===== src/rtl/reset_sequencer.sv =====
// -----------------------------------------------------------------------------
// reset_sequencer
//
// Purpose:
//   Generates a set of staged, active-low reset outputs for the downstream
//   clock domain. Releases start only after the external reset request (and,
//   optionally, the clock-source lock) has been stable for a debounce window.
//   Stage 0 is released first, and each further stage follows P_DELAY cycles
//   later. RESET_DONE rises P_DELAY cycles after the last stage is released.
//   If the qualification is lost at any point, every output drops at once and
//   the whole sequence starts again from HOLD.
//
// Parameters:
//   P_STAGES   - number of staged reset outputs (1..16)
//   P_DELAY    - clock cycles between consecutive stage releases (>= 1)
//   P_DEBOUNCE - consecutive qualified cycles needed before the first release
//
// Ports:
//   CLOCK      in   sole clock; all state changes on its rising edge
//   RESET_N    in   asynchronous active-low reset (power-on reset)
//   EXT_RST_N  in   external board reset request, asynchronous, active-low
//   LOCKED     in   PLL lock indication, asynchronous, active-high
//                   (only present when RST_SEQ_LOCK_WAIT_EN is defined)
//   RST_OUT_N  out  staged active-low resets; bit 0 is released first
//   RESET_DONE out  high once every stage is released and the settle time
//                   has elapsed
//
// Configuration macro:
//   RST_SEQ_LOCK_WAIT_EN - when defined, the LOCKED port and its synchronizer
//                          exist and the lock gates the qualification. When
//                          undefined, the lock is treated as permanently
//                          asserted and the timing is otherwise identical.
// -----------------------------------------------------------------------------
module reset_sequencer #(
   parameter int unsigned P_STAGES   = 4,
   parameter int unsigned P_DELAY    = 16,
   parameter int unsigned P_DEBOUNCE = 8
) (
   input  logic                CLOCK,
   input  logic                RESET_N,
   input  logic                EXT_RST_N,
`ifdef RST_SEQ_LOCK_WAIT_EN
   input  logic                LOCKED,
`endif
   output logic [P_STAGES-1:0] RST_OUT_N,
   output logic                RESET_DONE
);

   // The counter must hold P-1 for the longer of the two intervals. The
   // extra bit guarantees that the counter never wraps.
   localparam int unsigned CNT_MAX = (P_DELAY > P_DEBOUNCE) ? P_DELAY : P_DEBOUNCE;
   localparam int unsigned CNT_W   = $clog2(CNT_MAX) + 1;

   localparam logic [CNT_W-1:0]    DEB_LAST  = CNT_W'(P_DEBOUNCE - 1);
   localparam logic [CNT_W-1:0]    DLY_LAST  = CNT_W'(P_DELAY - 1);
   localparam logic [P_STAGES-1:0] STAGE_ONE = P_STAGES'(1);

   typedef enum logic [1:0] {
      ST_HOLD     = 2'd0,
      ST_DEBOUNCE = 2'd1,
      ST_RELEASE  = 2'd2,
      ST_DONE     = 2'd3
   } state_e;

   // ---------------------------------------------------------------------------
   // Input synchronizers
   // ---------------------------------------------------------------------------
   logic ext_meta_q;
   logic ext_s_q;
   logic lock_s;
   logic qual;

   // NOTE: the synchronizer flops reset to 0 so that the request reads as
   // "still in reset" until a clean value has passed through both stages.
   always_ff @(posedge CLOCK or negedge RESET_N) begin
      if (!RESET_N) begin
         ext_meta_q <= 1'b0;
         ext_s_q    <= 1'b0;
      end else begin
         // NOTE: non-blocking assignments make both flops sample on the same
         // edge, so the chain really is two stages deep.
         ext_meta_q <= EXT_RST_N;
         ext_s_q    <= ext_meta_q;
      end
   end

`ifdef RST_SEQ_LOCK_WAIT_EN
   logic lock_meta_q;
   logic lock_s_q;

   always_ff @(posedge CLOCK or negedge RESET_N) begin
      if (!RESET_N) begin
         lock_meta_q <= 1'b0;
         lock_s_q    <= 1'b0;
      end else begin
         lock_meta_q <= LOCKED;
         lock_s_q    <= lock_meta_q;
      end
   end

   assign lock_s = lock_s_q;
`else
   assign lock_s = 1'b1;
`endif

   assign qual = ext_s_q & lock_s;

   // ---------------------------------------------------------------------------
   // Sequencing state machine
   // ---------------------------------------------------------------------------
   state_e              state_q,   state_d;
   logic [CNT_W-1:0]    cnt_q,     cnt_d;
   logic [P_STAGES-1:0] rst_out_q, rst_out_d;
   logic                done_q,    done_d;

   always_ff @(posedge CLOCK or negedge RESET_N) begin
      if (!RESET_N) begin
         state_q   <= ST_HOLD;
         cnt_q     <= '0;
         rst_out_q <= '0;
         done_q    <= 1'b0;
      end else begin
         state_q   <= state_d;
         cnt_q     <= cnt_d;
         rst_out_q <= rst_out_d;
         done_q    <= done_d;
      end
   end

   always_comb begin
      // NOTE: every output of this block gets a default first. As a result,
      // no branch can leave a signal unassigned, and no latch is inferred.
      state_d   = state_q;
      cnt_d     = cnt_q;
      rst_out_d = rst_out_q;
      done_d    = done_q;

      if (!qual) begin
         // A lost qualification wins over any pending release or completion.
         // It also acts as the idle behaviour of HOLD.
         state_d   = ST_HOLD;
         cnt_d     = '0;
         rst_out_d = '0;
         done_d    = 1'b0;
      end else begin
         unique case (state_q)
            ST_HOLD: begin
               state_d = ST_DEBOUNCE;
               cnt_d   = '0;
            end

            ST_DEBOUNCE: begin
               if (cnt_q == DEB_LAST) begin
                  state_d   = ST_RELEASE;
                  cnt_d     = '0;
                  rst_out_d = STAGE_ONE;
               end else begin
                  cnt_d = cnt_q + 1'b1;
               end
            end

            ST_RELEASE: begin
               if (cnt_q == DLY_LAST) begin
                  cnt_d = '0;
                  // Released bits form a contiguous run from bit 0. When the
                  // top bit is set, every stage is out and only the settle
                  // interval remains.
                  if (rst_out_q[P_STAGES-1]) begin
                     state_d = ST_DONE;
                     done_d  = 1'b1;
                  end else begin
                     rst_out_d = (rst_out_q << 1) | STAGE_ONE;
                  end
               end else begin
                  cnt_d = cnt_q + 1'b1;
               end
            end

            ST_DONE: begin
               state_d = ST_DONE;
            end

            default: begin
               state_d   = ST_HOLD;
               cnt_d     = '0;
               rst_out_d = '0;
               done_d    = 1'b0;
            end
         endcase
      end
   end

   // Outputs come straight from flops. There is no combinational path from
   // any input to these outputs.
   assign RST_OUT_N  = rst_out_q;
   assign RESET_DONE = done_q;

endmodule


===== config.mk =====
export PLATFORM = sky130hd
export DESIGN_NAME = reset_sequencer
export DESIGN_NICKNAME = d
export VERILOG_FILES = /design/src/rtl/reset_sequencer.sv
export SDC_FILE = /design/constraint.sdc
export NUM_CORES = 1
export LEC_CHECK = 0
export ABC_CLOCK_PERIOD_IN_PS = 5300
export BUFFER_PORTS_ARGS = -buffer_cell sky130_fd_sc_hd__buf_2
export CORE_UTILIZATION = 45
export CTS_BUF_LIST = sky130_fd_sc_hd__clkbuf_8
export DETAILED_ROUTE_END_ITERATION = 8
export GPL_ROUTABILITY_DRIVEN = 0
export GPL_TIMING_DRIVEN = 0
export PLACE_DENSITY_LB_ADDON = 0.12
export SETUP_SLACK_MARGIN = 0.02
export SLEW_MARGIN = 10
export SYNTH_ARGS = -nofsm -noshare
export SYNTH_HDL_FRONTEND = slang
export SYNTH_SLANG_ARGS = --single-unit

===== constraint.sdc =====
create_clock -name CLOCK -period 5.3 [get_ports CLOCK]
set_clock_uncertainty 0.1 [all_clocks]
set_input_delay 0 -clock CLOCK [delete_from_list [all_inputs] [get_ports CLOCK]]
set_output_delay 0 -clock CLOCK [all_outputs]
set_load 0.03 [all_outputs]

Word-level counts from Yosys, hierarchy flattened
Index checks and enable logic that the tools add are counted.
Word-level totals
  flip-flop bits (word level): 14
  latch bits: 0
  memory bits (writable): 0
  bits in read-only memories: 0
  logic and storage cells: 45
  memories: 0
Cells by class
  add/subtract/negate cells: 1
  multiply operators: 0
  div/mod/pow operators: 0
  order comparisons: 0
  eq/ne operators: 14
  shift-type cells: 0
  muxes and demuxes: 18
  bitwise gates (word level): 0
  reduce and logical (&&, ||, !) cells: 5
Operator list (count)
  4-bit 2-to-1 mux: 4
  5-bit 2-to-1 mux: 3
  5-bit case mux with 3 select lines: 1
  3-bit inequality test, second input constant: 4
  3-bit AND reduction: 3
  2-bit 2-to-1 mux: 4
  2-bit case mux with 4 select lines: 1
  4-bit case mux with 2 select lines: 1
  2-bit by 1-bit inequality test with 1-bit output, second input constant: 3
  5-bit by 1-bit adder with 5-bit output, second input constant: 1
  5-bit by 3-bit == test with 1-bit output, second input constant: 1
  5-bit by 4-bit == test with 1-bit output, second input constant: 1
  2-bit == test, second input constant: 2
  1-bit 2-to-1 mux: 4
  4-bit by 1-bit inequality test with 1-bit output, second input constant: 1
  4-bit AND reduction: 1
  3-bit by 1-bit inequality test with 1-bit output, second input constant: 1
  2-bit by 1-bit == test with 1-bit output, second input constant: 1
  2-bit logical NOT: 1

Logic depth before layout (Yosys ltp)
Gate-level depths: netlist (run 1).
  depth after elaboration: 4
  mapped depth: 8
  mapped depth without buffers: 8

Worst setup path before layout (run 1)
OpenSTA, ideal clock, no wires.
  kind: reg2reg
  start: register cnt_q[0]
  end: register rst_out_q[2], in the netlist RST_OUT_N[2]
  setup time: 0.082 ns
  arrival time: 1.589 ns
  data required time: 5.118 ns
  slack: 3.529 ns
  cell stages (with the launch flop): 9
  buffers on the path: 0
  period minus slack after synthesis: 1.771 ns
  path through: dfrtp_1 -> ha_1 -> nand3_1 -> inv_1 -> ha_1 -> mux2i_1 -> a21oi_4 -> nand2b_1 -> a31oi_1
On the way
  word-level cells in the longest chain between the ends: 3
  elaborated cells between the ends (all ways): 5
  classes of those cells: eq/ne: 4; reduce/logical: 1
RTL lines
  start: declaration: line 112  | logic [CNT_W-1:0] cnt_q, cnt_d;
  start signal: assignment: line 124  | cnt_q <= cnt_d;
  5-bit by 4-bit == test with 1-bit output or 5-bit by 3-bit == test with 1-bit output (tied branches): line 163, 153
  3-bit inequality test (no line)
  4-bit AND reduction (no line) *
  end signal: assignment: line 125  | rst_out_q <= rst_out_d;
  end: declaration: line 113  | logic [P_STAGES-1:0] rst_out_q, rst_out_d;
Mark *: on every way between the ends. The rest lies on a longest branch, timed or not.
A chain may end at the register's enable or synchronous reset.

Worst setup path in the final report (run 1)
  start: register cnt_q[0]
  end: register cnt_q[2]
On the way
  word-level cells in the longest chain between the ends: 4
  elaborated cells between the ends (all ways): 7
  classes of those cells: add/sub: 1; eq/ne: 2; mux: 4
RTL lines
  5-bit by 1-bit adder with 5-bit output (tied with other cells): line 158, 175
  5-bit 2-to-1 mux (on tied branches): line 163, 153
  5-bit case mux with 3 select lines *: line 146  | unique case (state_q)
  5-bit 2-to-1 mux *: line 138  | if (!qual) begin
Marked as above.

==> run summary, run 1 <==
fillers - 135
syn avg cell area - 10.8 um^2
GRT overflow - 0
number of antenna violations at the first check in global routing - 0
P per Cell Area - 407 nW/um^2
drt pass-1 iters - 4
TNS Setup - 0 ns
largest net degree at the start of global routing - 15
antenna viol nets, final - 0
site row count - 14
number of vias per cell - 5.41
synth-to-layout area growth - 15.5%
Clock Path Buffers - 2
postcts setup bufs - 0
Synth async-reset ratio - 100%
RSZ-0062 raised after global routing - no
crit path DAT - 2.02 ns
I/O Pins - 8
main combinational cell family by area after synthesis - simple AND/OR/NAND/NOR gates
synth cell count leaders - dfrtp_1, nand2_1, inv_1
Die H - 44.5 um
CP required - 5.39 ns
#FFs+latches synth - 14
first-pass GRT wire length - 2460 um
count of cell types in the netlist - 31
Post-Syn Instances - 75
Rel. slew slack - 71.5%
Die W - 44.5 um
Max VDD drop - 213 uV
H-tree depth - 1
Reg clk slew, reported paths - 0.06 ns
root buffer cell - clkbuf_8
Synth area leaders - dfrtp_1, ha_1, nand2_1
post-DR wirelength/cell - 13.2 um
Resized cells post-CTS - 0
crit path time final - 1.93 ns
initial core utilization - 51.0%
hpwl dp - 1010 um
# diodes - 0
Via Count - 600
die area - 1980 um^2
final instance area - 940 um^2
yosys warns - 0
area share of fa/ha/maj cells after synthesis - 9.23%
fmax - 517 MHz
Clock Sinks - 14
GR Util All Layers - 17.4%
Post-Route Utilization - 58.9%
most common cell in the synthesized netlist - dfrtp_1
final hold vios - 0
outcome - complete, no violations
Skew-Pair Late Insertion Delay - 0.24 ns
XOR/XNOR Fraction of Synth Area - 0%
complex-gate fraction of the synthesized area - 19.7%
Final setup viols - 0
multi-input combinational cell area - 418 um^2
post-synth top area share - 43.1%
CP Capture Type - flop
Worst Tran Pin Value - 0.426 ns
Storage cell area - 350 um^2
Final nets - 98
vias in the first global route - 565
syn nets - 84
layout cell share with drive strength beyond 1 - 19.5%
multiplexer share of the synthesized area - 2.46%
WS Path Type - reg -> reg
core area - 1590 um^2
total CTS buffers - 3
post-placement cell area - 878 um^2
Simple-Gate Fraction of Synth Area - 20.0%
Max Fanout on Critical Path - 5
CTS tree - built
Leak - 0.418 nW
area leader, netlist - dfrtp_1
synthesized area - 813 um^2
Port Buffers - 7
Routed WL - 1470 um
hold crit path type - in -> async
DR iter-0 viols - 18
Residual DRC - 0
max-cap violations - 0
max-slew violation count - 0
sequential share of the synthesized area - 43.1%
Synth Flop Type - dfrtp_1
final worst-path cycle share - 36.5%
Critical Path Source Type - flop
total power - 0.382 mW
Post-synth EDFFs - 0
## power breakdown
part | internal, mW | switching [mW]
Combinational | 0.0682 | 0.0954
Sequential | 0.121 | 0.0105
Clock | 0.0503 | 0.0368
Total | 0.240 | 0.143
## worst paths after layout
check / start / cells after the start / slack (ns) / endpoint
max: cnt_q[0] / 8 / 3.37 / cnt_q[2]
min: RESET_N / 2 / 0.08 / cnt_q[2]
max reg2reg: cnt_q[0] / 8 / 3.37 / cnt_q[2]
min reg2reg: ext_meta_q / 0 / 0.26 / ext_s_q
max in group asynchronous: RESET_N / 2 / 4.78 / RST_OUT_N[0]
min in group CLOCK: ext_meta_q / 0 / 0.26 / ext_s_q
## logic make-up after synthesis
family,count (synthesis)
AND/OR/NAND/NOR,24
AO/OA/AOI/OAI,20
flip-flops,14
buffers and inverters,9
adder cells (fa/ha/maj),6
multiplexers,2
## layout by cell type, fill, tap and decap left out, types with 2 or more instances in the layout
master         synthesis  routed
dfrtp_1               14      14
mux2i_1                2       2
nor2_1                 3       3
buf_2                  0       7
dlygate4sd3_1          0       2
clkbuf_8               0       3
nor2b_1                2       2
nand3_1                3       3
nand2_1                8       8
o21ai_1                4       4
a21oi_1                4       4
a31oi_1                2       2
inv_1                  7       7
ha_1                   6       6
## timing repair
item | 4_1_cts | 5_1_grt
setup endpoints to repair | 0 | 0
hold buffers | 2 | 0
hold endpoints to repair | 15 | 0
## sequential cells by signal (all words and copies together), names as in the netlist
name	count
RESET_DONE	1
RST_OUT_N	4
cnt_q	5
ext_meta_q	1
ext_s_q	1
state_q	2
## worst max-delay path, cell delays in order, from the launching register on
cell,delay (ns)
dfrtp_1,0.40
ha_1,0.28
nand3_1,0.13
inv_1,0.05
ha_1,0.23
nor2b_1,0.17
o211ai_1,0.12
nor4b_1,0.27
a21o_1,0.11
## layer usage
metal	up-vias	share of wire, %	wire, um	GRT usage, %
met2	10	45	657	26.5
met3	2	3.5	52	4.90
met1	293	51	748	23.1
li1	295	-	-	-
met5	-	0	0	0
met4	0	0.61	9	7.27
## area by class of cell
cell class / count / area share (%)
timing repair buffer: 9 / 5.86
clock buffer: 3 / 4.39
multi-input combinational: 52 / 44.5
buffer: 2 / 2.00
tap: 24 / 3.20
inverter: 7 / 2.80
sequential: 14 / 37.3
## stage by stage
step | instances | hold slack (ns) | setup WS [ns]
6_report | 111 | 0.0828 | 3.37
5_1_grt | 111 | 0.116 | 3.18
4_1_cts | 111 | 0.0981 | 3.35
3_5_place_dp | 106 | -0.184 | 3.37
3_3_place_gp | 106 | -0.189 | 3.40
2_1_floorplan | 75 | -0.396 | 3.53
Note: power is estimated with default switching activity, not from simulation.
==> run 2, diff against run 1 <==
- ABC_CLOCK_PERIOD_IN_PS: 5300 -> 1800
- clock period: 5.3 -> 1.8 ns (I/O delays scaled with it)
==> run 2 against run 1 <==
- register-to-register slack worse by 3.3 ns
- largest power group unchanged
- highest routed layer unchanged
- clock power grew to 2.9 times the previous value
- largest cell class unchanged
- wire length is 5.4% higher
- critical path type unchanged
- die area stayed put
- via count is 4.5% higher
==> run summary, run 2 (synthesis gave the netlist of run 1 again) <==
vias in the first global route - 585 (+3.5%)
site row count - 14 (unchanged)
slowest CP cell - nor4b_4
H-tree depth - 1 (unchanged)
most frequent cells in the layout - dfrtp_1, nand2_1, buf_2
crit path DAT - 1.73 ns (-0.29 ns)
final hold vios - 0 (unchanged)
Storage cell area - 350 um^2 (unchanged)
Critical Path Source Type - flop
Port Buffers - 7 (unchanged)
max reg flops - 5 (unchanged)
Via Count - 627 (+4.5%)
hold crit path type - in -> async
final instance area - 1040 um^2 (+11%)
crit path time final - 1.70 ns (-0.236 ns)
CP Capture Type - flop
drt pass-1 iters - 4 (unchanged)
number of antenna violations at the first check in global routing - 0 (unchanged)
layout cell share with drive strength beyond 1 - 33.3% (+14 points)
Final setup viols - 0 (unchanged)
CP max stage delay - 0.43 ns (+0.03 ns)
GRT overflow - 0 (unchanged)
Rel. slew slack - 72.7% (+1.3 points)
Max Fanout on Critical Path - 10 (+5)
WHS - 0.0880 ns (+0.00516 ns)
die area - 1980 um^2 (unchanged)
GR Util All Layers - 18.1% (+0.68 points)
max-slew violation count - 0 (unchanged)
dpl ws - -0.127 ns (-3.50 ns)
CP required - 1.83 ns (-3.56 ns)
Leak - 0.446 nW (+6.7%)
DR iter-0 viols - 11 (-7)
# diodes - 0 (unchanged)
synth-to-layout area growth - 27.8%
largest net degree at the start of global routing - 15 (unchanged)
Final nets - 104 (+6.1%)
I/O Pins - 8 (unchanged)
Crit path buffers/inverters - 2 (+1)
Max VDD drop - 647 uV (+200%)
max-cap violations - 0 (unchanged)
post-placement cell area - 878 um^2 (unchanged)
Clock Path Buffers - 2 (unchanged)
Routed WL - 1550 um (+5.4%)
RSZ-0062 raised after global routing - no
hpwl dp - 1010 um (unchanged)
Clock Sinks - 14 (unchanged)
P per Cell Area - 1190 nW/um^2 (+190%)
antenna viol nets, final - 0 (unchanged)
Die W - 44.5 um (unchanged)
Stages on worst setup path - 7 (-1)
number of vias per cell - 5.36 (-0.86%)
core area - 1590 um^2 (unchanged)
initial core utilization - 51.0% (unchanged)
Worst Tran Pin Value - 0.408 ns (-0.0188 ns)
commonest non-fill, non-tap cell in the layout - dfrtp_1
Residual DRC - 0 (unchanged)
multi-input combinational cell area - 469 um^2 (+12%)
Die H - 44.5 um (unchanged)
root buffer cell - clkbuf_8
final worst-path cycle share - 94.3% (+58 points)
reg2reg path depth - 7 (-1)
first-pass GRT wire length - 2560 um (+3.9%)
final setup margin - 0.102 ns (-3.26 ns)
Skew-Pair Late Insertion Delay - 0.24 ns (about the same)
fmax - 589 MHz (+14%)
Reg clk slew, reported paths - 0.06 ns (about the same)
Crit path max-delay family - simple AND/OR/NAND/NOR gates
post-DR wirelength/cell - 13.2 um (about the same)
largest register by flop count - cnt_q
fillers - 123 (-8.9%)
WS Path Type - reg -> reg
critical-path cell list - inv_2 -> ha_1 -> buf_6 -> nor4b_4 -> nor3_1 -> a21oi_1 -> o21ai_1
CTS tree - built
outcome - complete, no violations
total CTS buffers - 3 (unchanged)
-- run 2: cell types whose count changed in the layout (fill, tap and decap cells not counted), sizes merged --
cell  before  now
buf        9   15
-- run 2: area by class of cell --
cell class,count,share of cell area (%)
well taps,24,2.89
multi-input cells,52,45.1
inverters,7,2.53
plain buffers,2,2.17
flip-flops and latches,14,33.7
repair buffers,15,9.63
clock buffers,3,3.97
-- run 2: metrics by stage --
step | instances | power [mW] | utilization (%) | TNS, ns
after detailed placement | 106 | 0.869 | 55.1 | -0.569
after global routing | 117 | 1.31 | 65.2 | 0
final | 117 | 1.24 | 65.2 | 0
after floorplan | 75 | 0.780 | - | 0
after global placement | 106 | 0.860 | 55.1 | -0.457
after CTS | 113 | 1.15 | 61.9 | 0
-- run 2: power by group --
group          leakage, nW  switching, mW  internal [mW]
logic                0.236          0.315          0.277
registers            0.188         0.0328          0.356
clock network       0.0216          0.107          0.148
-- run 2: worst reg2reg max path, stage by stage, from the launching register on --
cell	delay [ns]
dfrtp_1	0.36
inv_2	0.06
ha_1	0.20
buf_6	0.15
nor4b_4	0.43
nor3_1	0.08
a21oi_1	0.14
o21ai_1	0.07
-- run 2: per-layer routing --
metal | track usage (%) | routed length [um] | vias to the layer above
li1 | - | - | 307
met1 | 23.9 | 791 | 306
met2 | 27.9 | 698 | 10
met3 | 4.90 | 42 | 4
met4 | 7.27 | 14 | 0
met5 | 0 | 0 | -
-- run 2: what timing repair did --
item,in CTS,in global routing
endpoints found under the setup margin,10,8
resized for setup,6,6
setup buffers,2,4
pin swaps,2,4
hold endpoints to repair,15,0
hold buffers,2,0
-- run 2: final timing paths --
check / to / slack (ns) / from
setup / recovery: cnt_q[3] / 0.10 / state_q[0]
min in group CLOCK: ext_s_q / 0.25 / ext_meta_q
hold reg to reg: ext_s_q / 0.25 / ext_meta_q
setup reg to reg: cnt_q[3] / 0.10 / state_q[0]
hold / removal: cnt_q[2] / 0.09 / RESET_N
max in group asynchronous: RST_OUT_N[0] / 1.26 / RESET_N
==> run 3, diff against run 2 <==
- CORE_MARGIN: default -> 4
- MAX_ROUTING_LAYER: default -> met4
==> run 3 against run 2 <==
- first-iteration DRC count up 36%
- register-to-register slack about the same
- non-clock buffer count is 1 higher
- power rose by 5.5%
- critical endpoint is now cnt_q[2]
- largest power group unchanged
==> run summary, run 3 (synthesis gave the netlist of run 1 again) <==
crit path DAT - 1.73 ns (about the same)
critical-path cell list - ha_4 -> nand3_2 -> inv_2 -> ha_4 -> nor2b_4 -> o211ai_1 -> o21bai_1 -> a21o_1
final worst-path cycle share - 94.1% (-0.25 points)
RSZ-0062 raised after global routing - no
hpwl dp - 1060 um (+5.0%)
post-DR wirelength/cell - 13.3 um (+0.65%)
DR iter-0 viols - 15 (+4)
core area - 1730 um^2 (+8.3%)
Rel. slew slack - 76.9% (+4.1 points)
outcome - complete, no violations
first-pass GRT wire length - 2890 um (+13%)
Routed WL - 1600 um (+3.2%)
share of power burned in combinational logic - 46.7% (-1.2 points)
clock network power share - 23.5% (+2.9 points)
Die H - 50.5 um (+13%)
Die W - 50.5 um (+13%)
Leak - 0.464 nW (+4.2%)
total CTS buffers - 3 (unchanged)
Via Count - 623 (-0.64%)
site row count - 15 (+1)
number of vias per cell - 5.19 (-3.1%)
Stages on worst setup path - 8 (+1)
H-tree depth - 1 (unchanged)
GR Util All Layers - 15.2% (-2.9 points)
Critical Path Source Type - flop
root buffer cell - clkbuf_8
final hold vios - 0 (unchanged)
max-cap violations - 0 (unchanged)
P per Cell Area - 1210 nW/um^2 (+2.1%)
sequential share of power - 29.8% (-1.7 points)
CP max stage delay - 0.40 ns (-0.03 ns)
CTS tree - built
max-slew violation count - 0 (unchanged)
sw frac - 35.4% (-1.3 points)
Residual DRC - 0 (unchanged)
drt pass-1 iters - 4 (unchanged)
GRT overflow - 0 (unchanged)
CP required - 1.84 ns (about the same)
Max Fanout on Critical Path - 5 (-5)
max reg flops - 5 (unchanged)
reg2reg path depth - 8 (+1)
I/O Pins - 8 (unchanged)
WS Path Type - reg -> reg
number of antenna violations at the first check in global routing - 0 (unchanged)
Final nets - 105 (+0.96%)
Cell Int Power - 0.842 mW (+7.7%)
Clock Path Buffers - 2 (unchanged)
antenna viol nets, final - 0 (unchanged)
total power - 1.30 mW (+5.5%)
fmax - 591 MHz (+0.27%)
WHS - 0.0798 ns (-0.00817 ns)
CP Capture Type - flop
Clock Sinks - 14 (unchanged)
hold crit path type - in -> async
switching pwr - 0.462 mW (+1.7%)
most frequent CP cell - ha_4
Crit path max-delay family - compound AO/OA/AOI/OAI gates
most frequent cells in the layout - dfrtp_1, nand2_1, buf_2, buf_4, inv_1
Crit path buffers/inverters - 1 (-1)
Max VDD drop - 694 uV (+7.2%)
largest net degree at the start of global routing - 15 (unchanged)
flop2flop setup slack - 0.11 ns (about the same)
commonest non-fill, non-tap cell in the layout - dfrtp_1
Worst Tran Pin Value - 0.346 ns (-0.0620 ns)
synth-to-layout area growth - 32.2%
largest register by flop count - cnt_q
Skew-Pair Late Insertion Delay - 0.24 ns (about the same)
Final setup viols - 0 (unchanged)
# diodes - 0 (unchanged)
Port Buffers - 7 (unchanged)
slowest CP cell - dfrtp_1
die area - 2550 um^2 (+29%)
initial core utilization - 47.1% (-3.9 points)
layout cell share with drive strength beyond 1 - 36.8% (+3.5 points)
Post-Route Utilization - 62.2% (-3.0 points)
Reg clk slew, reported paths - 0.06 ns (about the same)
vias in the first global route - 653 (+12%)
crit path time final - 1.69 ns (-0.00449 ns)
run 3: final cells by class:
class | instances | area (um^2)
fillers | 155 | 652
multi-input cells | 52 | 482
flip-flops and latches | 14 | 350
repair buffers | 16 | 108
clock buffers | 4 | 55.1
well taps | 25 | 31.3
inverters | 7 | 26.3
plain buffers | 2 | 22.5
run 3: what timing repair did:
item	4_1_cts	5_1_grt
hold buffers	2	0
endpoints found under the setup margin	10	9
gates resized for setup	5	10
pin swaps	3	4
endpoints found under the hold margin	15	0
buffers inserted	3	4
run 3: per-stage QoR:
step	instances	TNS, ns	instance area, um^2	worst slack, ns
after detailed placement	107	-0.705	880	-0.135
after floorplan	75	0	813	0.0289
after CTS	116	0	1000	0.0197
after global routing	120	0	1070	0.0143
after global placement	107	-0.372	880	-0.0840
final	120	0	1070	0.107
run 3: power by group through the flow:
| stage | Combinational, mW | Sequential (mW) | Clock (mW) |
|---|---|---|---|
| after floorplan | 0.375 | 0.405 | 0 |
| after global placement | 0.470 | 0.393 | 0 |
| after detailed placement | 0.475 | 0.393 | 0 |
| after CTS | 0.517 | 0.388 | 0.318 |
| after global routing | 0.667 | 0.395 | 0.333 |
| final | 0.609 | 0.388 | 0.306 |
run 3: path summary, 6_finish.rpt:
kind / startpoint / end
worst min-delay path: RESET_N / cnt_q[2]
worst max-delay path: cnt_q[1] / cnt_q[2]
max in group asynchronous: RESET_N / RST_OUT_N[3]
min in group CLOCK: ext_meta_q / ext_s_q
worst min register to register: ext_meta_q / ext_s_q
worst max register to register: cnt_q[1] / cnt_q[2]
run 3: metal layers:
metal / global-route usage [%] / vias to the layer above / routed length [um] / part of all wire (%)
met3: 2.67 / 0 / 48 / 3.0
li1: - / 309 / - / -
met1: 21.0 / 305 / 776 / 49
met2: 23.7 / 9 / 771 / 48
met4: 2.69 / 0 / 0 / 0
met5: - / - / 0 / 0
run 3: worst register-to-register path, cell delays in order (launching register included):
cell      delay [ns]
dfrtp_1         0.40
ha_4            0.16
nand3_2         0.09
inv_2           0.09
ha_4            0.18
nor2b_4         0.05
o211ai_1        0.24
o21bai_1        0.10
a21o_1          0.18
